`config.mk`:
```
export PLATFORM = sky130hd
export DESIGN_NAME = alu_result_bcd
export DESIGN_NICKNAME = d
export VERILOG_FILES = /design/src/rtl/alu_result_bcd_pkg.sv /design/src/rtl/alu_result_bcd_add3_digit.sv /design/src/rtl/alu_result_bcd.sv
export SDC_FILE = /design/constraint.sdc
export NUM_CORES = 1
export LEC_CHECK = 0
export ABC_AREA = 1
export BUFFER_PORTS_ARGS = -buffer_cell sky130_fd_sc_hd__buf_2
export CAP_MARGIN = 20
export CELL_PAD_IN_SITES_DETAIL_PLACEMENT = 0
export CELL_PAD_IN_SITES_GLOBAL_PLACEMENT = 1
export CORE_MARGIN = 3
export CORE_UTILIZATION = 38
export CTS_CLUSTER_DIAMETER = 60
export DETAILED_ROUTE_END_ITERATION = 7
export PLACE_DENSITY = 0.78
export SYNTH_ARGS = -nofsm -noshare
export SYNTH_HDL_FRONTEND = slang
export SYNTH_SLANG_ARGS = --single-unit
```
`constraint.sdc`:
```
create_clock -name clk -period 1.4 [get_ports clk]
set_input_delay 0.07 -clock clk [delete_from_list [all_inputs] [get_ports clk]]
set_output_delay 0.07 -clock clk [all_outputs]
set_load 0.005 [all_outputs]
```
`src/rtl/alu_result_bcd_pkg.sv`:
```
`default_nettype none
// ============================================================================
// Module   : alu_result_bcd_pkg
// Brief    : Shared widths, FSM encodings and BCD correction constants
// Revision : 1.0 - initial release
// ============================================================================
package alu_result_bcd_pkg;

  localparam int DATA_W_DEF = 12;
  localparam int DIGITS_DEF = 4;

  localparam logic [1:0] IDLE  = 2'd0;
  localparam logic [1:0] SHIFT = 2'd1;
  localparam logic [1:0] DONE  = 2'd2;

  localparam logic [3:0] C_BCD_THRESH = 4'd5;
  localparam logic [3:0] C_BCD_ADD    = 4'd3;

endpackage
`default_nettype wire

```
`src/rtl/alu_result_bcd_add3_digit.sv`:
```
`default_nettype none
// ============================================================================
// Module   : bcd_add3_digit
// Brief    : Double-dabble digit correction, adds 3 when the digit is >= 5
// Revision : 1.0 - initial release
// ============================================================================
module bcd_add3_digit
  import alu_result_bcd_pkg::*;
(
  input  logic [3:0] digit_in,
  output logic [3:0] digit_out
);

  assign digit_out = (digit_in >= C_BCD_THRESH) ? (digit_in + C_BCD_ADD) : digit_in;

endmodule
`default_nettype wire

```
`src/rtl/alu_result_bcd.sv`:
```
`default_nettype none
// ============================================================================
// Module   : alu_result_bcd
// Brief    : Signed ALU result to sign + packed BCD, one bit per clock
// Revision : 1.0 - initial release
// ============================================================================
module alu_result_bcd
  import alu_result_bcd_pkg::*;
#(
  parameter int DATA_W = DATA_W_DEF,
  parameter int DIGITS = DIGITS_DEF
) (
  input  logic                  clk,
  input  logic                  rst_n,
  input  logic                  in_valid,
  output logic                  in_ready,
  input  logic [DATA_W-1:0]     in_data,
  input  logic                  in_ovf,
  output logic                  out_valid,
  input  logic                  out_ready,
  output logic [4*DIGITS-1:0]   out_bcd,
  output logic                  out_neg,
  output logic                  out_err,
  output logic                  busy
);

  localparam int BCD_W = 4 * DIGITS;
  localparam int CNT_W = $clog2(DATA_W);

  logic [1:0]        r_state;
  logic [1:0]        w_state_nxt;
  logic [DATA_W-1:0] r_mag;
  logic [BCD_W-1:0]  r_bcd;
  logic [BCD_W-1:0]  w_bcd_corr;
  logic [BCD_W-1:0]  w_bcd_shift;
  logic [CNT_W-1:0]  r_cnt;
  logic              r_neg;
  logic              w_accept;
  logic              w_last;

  assign w_accept    = in_valid && in_ready;
  assign w_last      = (r_cnt == CNT_W'(DATA_W - 1));
  assign w_bcd_shift = {w_bcd_corr[BCD_W-2:0], r_mag[DATA_W-1]};

  generate
    for (genvar gi = 0; gi < DIGITS; gi++) begin : g_digit
      bcd_add3_digit u_add3 (
        .digit_in  (r_bcd[4*gi +: 4]),
        .digit_out (w_bcd_corr[4*gi +: 4])
      );
    end
  endgenerate

  always_ff @(posedge clk or negedge rst_n) begin
    if (!rst_n) r_state <= IDLE;
    else        r_state <= w_state_nxt;
  end

  always_comb begin
    w_state_nxt = r_state;
    case (r_state)
      IDLE:    if (w_accept) w_state_nxt = in_ovf ? DONE : SHIFT;
      SHIFT:   if (w_last) w_state_nxt = DONE;
      DONE:    if (out_ready) w_state_nxt = IDLE;
      default: w_state_nxt = IDLE;
    endcase
  end

  always_comb begin
    in_ready  = (r_state == IDLE);
    busy      = (r_state == SHIFT);
    out_valid = (r_state == DONE);
  end

  // Result registers only load on the edge that enters DONE, so they hold through backpressure.
  always_ff @(posedge clk or negedge rst_n) begin
    if (!rst_n) begin
      r_mag   <= '0;
      r_bcd   <= '0;
      r_cnt   <= '0;
      r_neg   <= 1'b0;
      out_bcd <= '0;
      out_neg <= 1'b0;
      out_err <= 1'b0;
    end else if (r_state == IDLE && w_accept) begin
      if (in_ovf) begin
        out_bcd <= '0;
        out_neg <= 1'b0;
        out_err <= 1'b1;
      end else begin
        r_neg <= in_data[DATA_W-1];
        r_mag <= in_data[DATA_W-1] ? (~in_data + DATA_W'(1)) : in_data;
        r_bcd <= '0;
        r_cnt <= '0;
      end
    end else if (r_state == SHIFT) begin
      r_bcd <= w_bcd_shift;
      r_mag <= r_mag << 1;
      r_cnt <= r_cnt + CNT_W'(1);
      if (w_last) begin
        out_bcd <= w_bcd_shift;
        out_neg <= r_neg;
        out_err <= 1'b0;
      end
    end
  end

endmodule
`default_nettype wire

```
==> results by group <==
Worst hold path
  • Hold WC Path Type: in2reg

Floorplan
  • Die width: 93.61 um
  • Starting Density: 39.78%
  • Ports: 38
  • Die area: 8762 um2
  • Rows: 31
  • Core Area: 7331 um2
  • DIE HEIGHT: 93.61 um

GRT
  • Total GRT Usage: 16.17%
  • Initial antenna violation count: 0
  • Vias in the first global route: 2497
  • First-pass GRT wire length: 11.55 mm
  • Gr ovfl total: 0
  • Largest net degree at the start of global routing: 54

Layout
  • Area Growth Syn to Fin: 32.60%
  • Fillers: 713
  • Share of cells above drive strength 1: 32.68%
  • Ant. Diodes: 0
  • Nets: 488
  • Final Non-Filler Cells: 561

Synth
  • Ys Warns: 0
  • Largest family of logic cells by synthesized area: simple AND/OR/NAND/NOR gates
  • Seq/Total Area, Yosys: 45.47%
  • Post-Syn Area: 2917 um2
  • Cells after synthesis: 388
  • Syn Nets: 415
  • Post-Synth XOR/XNOR Area: 0.9009%
  • Mean Syn Cell Area: 7.517 um2
  • Post-Synth Simple-Gate Area: 29.39%
  • Post-synthesis cell type count: 31
  • Post-Synth Adder-Cell Area: 4.290%
  • Mux contribution to synthesized area: 0%
  • Compound-Gate Fraction of Synth Area: 10.73%
  • Register bit total from synthesis: 53

STA
  • Final Setup Violations: 1
  • RSZ-0062 raised after global routing: yes
  • Final WS setup: -0.003992 ns
  • Clk_skew: 0.01183 ns
  • Final Hold Vio Count: 0
  • Hold_ws: 0.06638 ns
  • Actual slew at the worst max-slew pin: 0.3357 ns
  • Post-layout min period: 1.404 ns
  • Max Clock Freq: 712.3 MHz
  • Max_slew headroom: 77.62%
  • Final Cycle Share: 100.3%
  • Final slew viol count: 0

Drt
  • DRT Pass-1 Iters: 4
  • Total wire length: 6.862 mm
  • Vias per std cell: 4.674
  • DRT iter0 DRCs: 91
  • Vias: 2622
  • Post-route DRC: 0
  • Routed Antenna Nets: 0
  • Wire per inst: 12.23 um

Clock tree
  • H-tree Lvls: 2
  • Clock Sinks: 53
  • Clock Path Buffers: 2
  • Insertion delay to the later sink of the worst-skew pair: 0.31 ns
  • Reg clk slew, reported paths: 0.10 ns
  • CTS tree: yes
  • CTS root buffer: clkbuf_8
  • Number of CTS-inserted buffers: 5

Setup path
  • Worst Path Max Fanout: 6
  • Reg2reg path depth: 11
  • Stages on the worst setup path: 11
  • CP arrival: 1.65 ns
  • Reg2reg end: r_mag[9]$_DFFE_PN0P_
  • Critical Path RT: 1.65 ns
  • Setup crit start kind: register
  • CP Capture Type: register
  • Critical Path Start: r_state[0]$_DFFE_PN0P_
  • Slowest library cell on the worst path: dfrtp_1
  • Reg2reg start: r_state[0]$_DFFE_PN0P_
  • Type of the worst setup path: reg2reg
  • Most used cell, CP: nand2_4
  • R2R Setup Slk: -0.004 ns
  • CP cell instances: inv_2 -> nand2_4 -> nor2_4 -> nand2_4 -> nand2_4 -> buf_8 -> buf_6 -> o21ai_1 -> inv_1 -> nand2_1 -> nand2_1
  • CP top delay family: simple AND/OR/NAND/NOR gates
  • WP buf/inv: 4
  • Critical Path Max Stage Delay: 0.42 ns
  • Critical Path Sink: r_mag[9]$_DFFE_PN0P_

Placement
  • PortBufs: 37
  • Cell count after placement: 534
  • Global placement routability congestion: 0.7681
  • Hpwl dp: 4.541 mm

Pwr
  • Max IR drop VDD: 0.6896 mV
  • Pwr Density: 2021 nW/um2
  • Pleak: 2.026 nW

Run status
  • Status: complete, but fails checks
  • Failing checks: negative setup slack

Run
  • MaxCap Viol Count: 0
cell usage in the layout (no fill, tap or decap), types with 2 or more instances in the layout:
cell             n
inv_2            9
dlygate4sd3_1    2
buf_12           3
nor3_2           4
clkbuf_8         5
o21ai_1         20
a21oi_1          3
inv_1           37
o21ai_2          9
nor2_1          19
o21ai_0         20
buf_6            3
xor2_1           3
nand2_2          8
nand2_4          3
nor2_4           6
or2_2            2
buf_2           37
dfrtp_1         53
nand2_1        128
buf_4           31
ha_4             2
bufinv_16        2
nand3_1         18
nor2_2           3
nand3_2          9
ha_2             7
tightest hold or removal path, stage by stage:
cell     delay [ns]
buf_2          0.10
nand2_2        0.09
nand2_1        0.08
sequential cells by signal, indices dropped and copies added, names as in the netlist:
name / count
out_bcd: 16
r_bcd: 16
r_mag: 12
r_cnt: 4
r_state: 2
out_err: 1
out_neg: 1
r_neg: 1
area by class of cell:
type / count / area [um2] / area share [%]
multi-input combinational: 274 / 1526 / 39.47
clock buffer: 5 / 68.82 / 1.779
inverter: 50 / 210.2 / 5.435
tap: 99 / 123.9 / 3.203
timing repair buffer: 77 / 546.8 / 14.14
sequential: 53 / 1326 / 34.29
clock inverter: 3 / 65.06 / 1.682
worst min path at each step:
| stage | cells past startpoint | end | startpoint |
|---|---|---|---|
| 2_1_floorplan | 0 | out_bcd[0]$_DFFE_PN0P_ | rst_n |
| 3_3_place_gp | 2 | out_bcd[13]$_DFFE_PN0P_ | rst_n |
| 3_5_place_dp | 2 | out_bcd[13]$_DFFE_PN0P_ | rst_n |
| 4_1_cts | 3 | out_err$_DFFE_PN0P_ | in_ovf |
| 5_1_grt | 3 | out_err$_DFFE_PN0P_ | in_ovf |
| 6_report | 3 | out_err$_DFFE_PN0P_ | in_ovf |
report_power, final:
group	switching (mW)	internal, mW
Sequential	0.367	2.12
Combinational	2.26	1.84
Clock	0.519	0.711
Yosys cell counts:
| master | number | area, um2 |
|---|---|---|
| inv_1 | 45 | 168.9 |
| nand3_1 | 27 | 135.1 |
| clkinv_1 | 1 | 3.750 |
| or2_2 | 2 | 12.51 |
| nand2_2 | 2 | 12.51 |
| inv_2 | 3 | 11.26 |
| nand2_1 | 135 | 506.7 |
| o21ai_0 | 29 | 145.1 |
| a22o_1 | 1 | 8.760 |
| inv_6 | 1 | 8.760 |
| dfrtp_1 | 53 | 1326 |
| nor2_4 | 1 | 11.26 |
| nand2_8 | 1 | 20.02 |
| xor2_1 | 3 | 26.28 |
| buf_2 | 7 | 35.03 |
| o211ai_1 | 1 | 7.510 |
| nand4_1 | 1 | 6.260 |
| ha_1 | 10 | 125.1 |
| buf_6 | 2 | 22.52 |
| nor3_1 | 4 | 20.02 |
| or2_4 | 1 | 8.760 |
| nand2_4 | 2 | 22.52 |
| a31oi_1 | 1 | 6.260 |
| o31ai_1 | 1 | 7.510 |
| buf_8 | 1 | 15.01 |
| clkbuf_1 | 1 | 3.750 |
| o21ai_2 | 2 | 17.52 |
| o21ai_1 | 18 | 90.09 |
| a21oi_1 | 4 | 20.02 |
| o211a_1 | 1 | 10.01 |
| nor2_1 | 27 | 101.4 |
metrics by stage:
stage               util [%]  instance area [um2]  setup TNS, ns  total power, mW  setup WS, ns
floorplan                  -                 2917              0            4.542       0.02102
finish                 52.76                 3867      -0.003992            7.816     -0.003992
global route           52.76                 3867         -2.125            8.534       -0.1144
detailed placement     45.28                 3319        -0.1297            5.611      -0.05692
global placement       45.28                 3319      -0.004247            5.504     -0.004247
CTS                    48.22                 3535       -0.01327            7.034      -0.01081
logic make-up after synthesis:
group | after synthesis
flip-flops | 53
adder cells (fa/ha/maj) | 10
AND/OR/NAND/NOR | 203
buffers and inverters | 61
XOR/XNOR | 3
AO/OA/AOI/OAI | 58
repair_timing:
action / in CTS / in global routing
endpoints found under the setup margin: 19 / 48
endpoints found under the hold margin: 54 / 0
pin swaps: 4 / 22
buffers inserted: 3 / 15
cloned: 0 / 0
gates resized for setup: 14 / 74
hold buffers: 2 / 0
layer usage:
metal	share of wire [%]	wire [um]	global-route usage, %	vias up
met4	0.45	31	3.129	0
met3	3.3	225	2.896	2
met2	50	3406	26.68	35
met5	0	0	0	-
li1	-	-	-	1368
met1	47	3198	22.40	1217
Note: power is estimated with default switching activity, not from simulation.
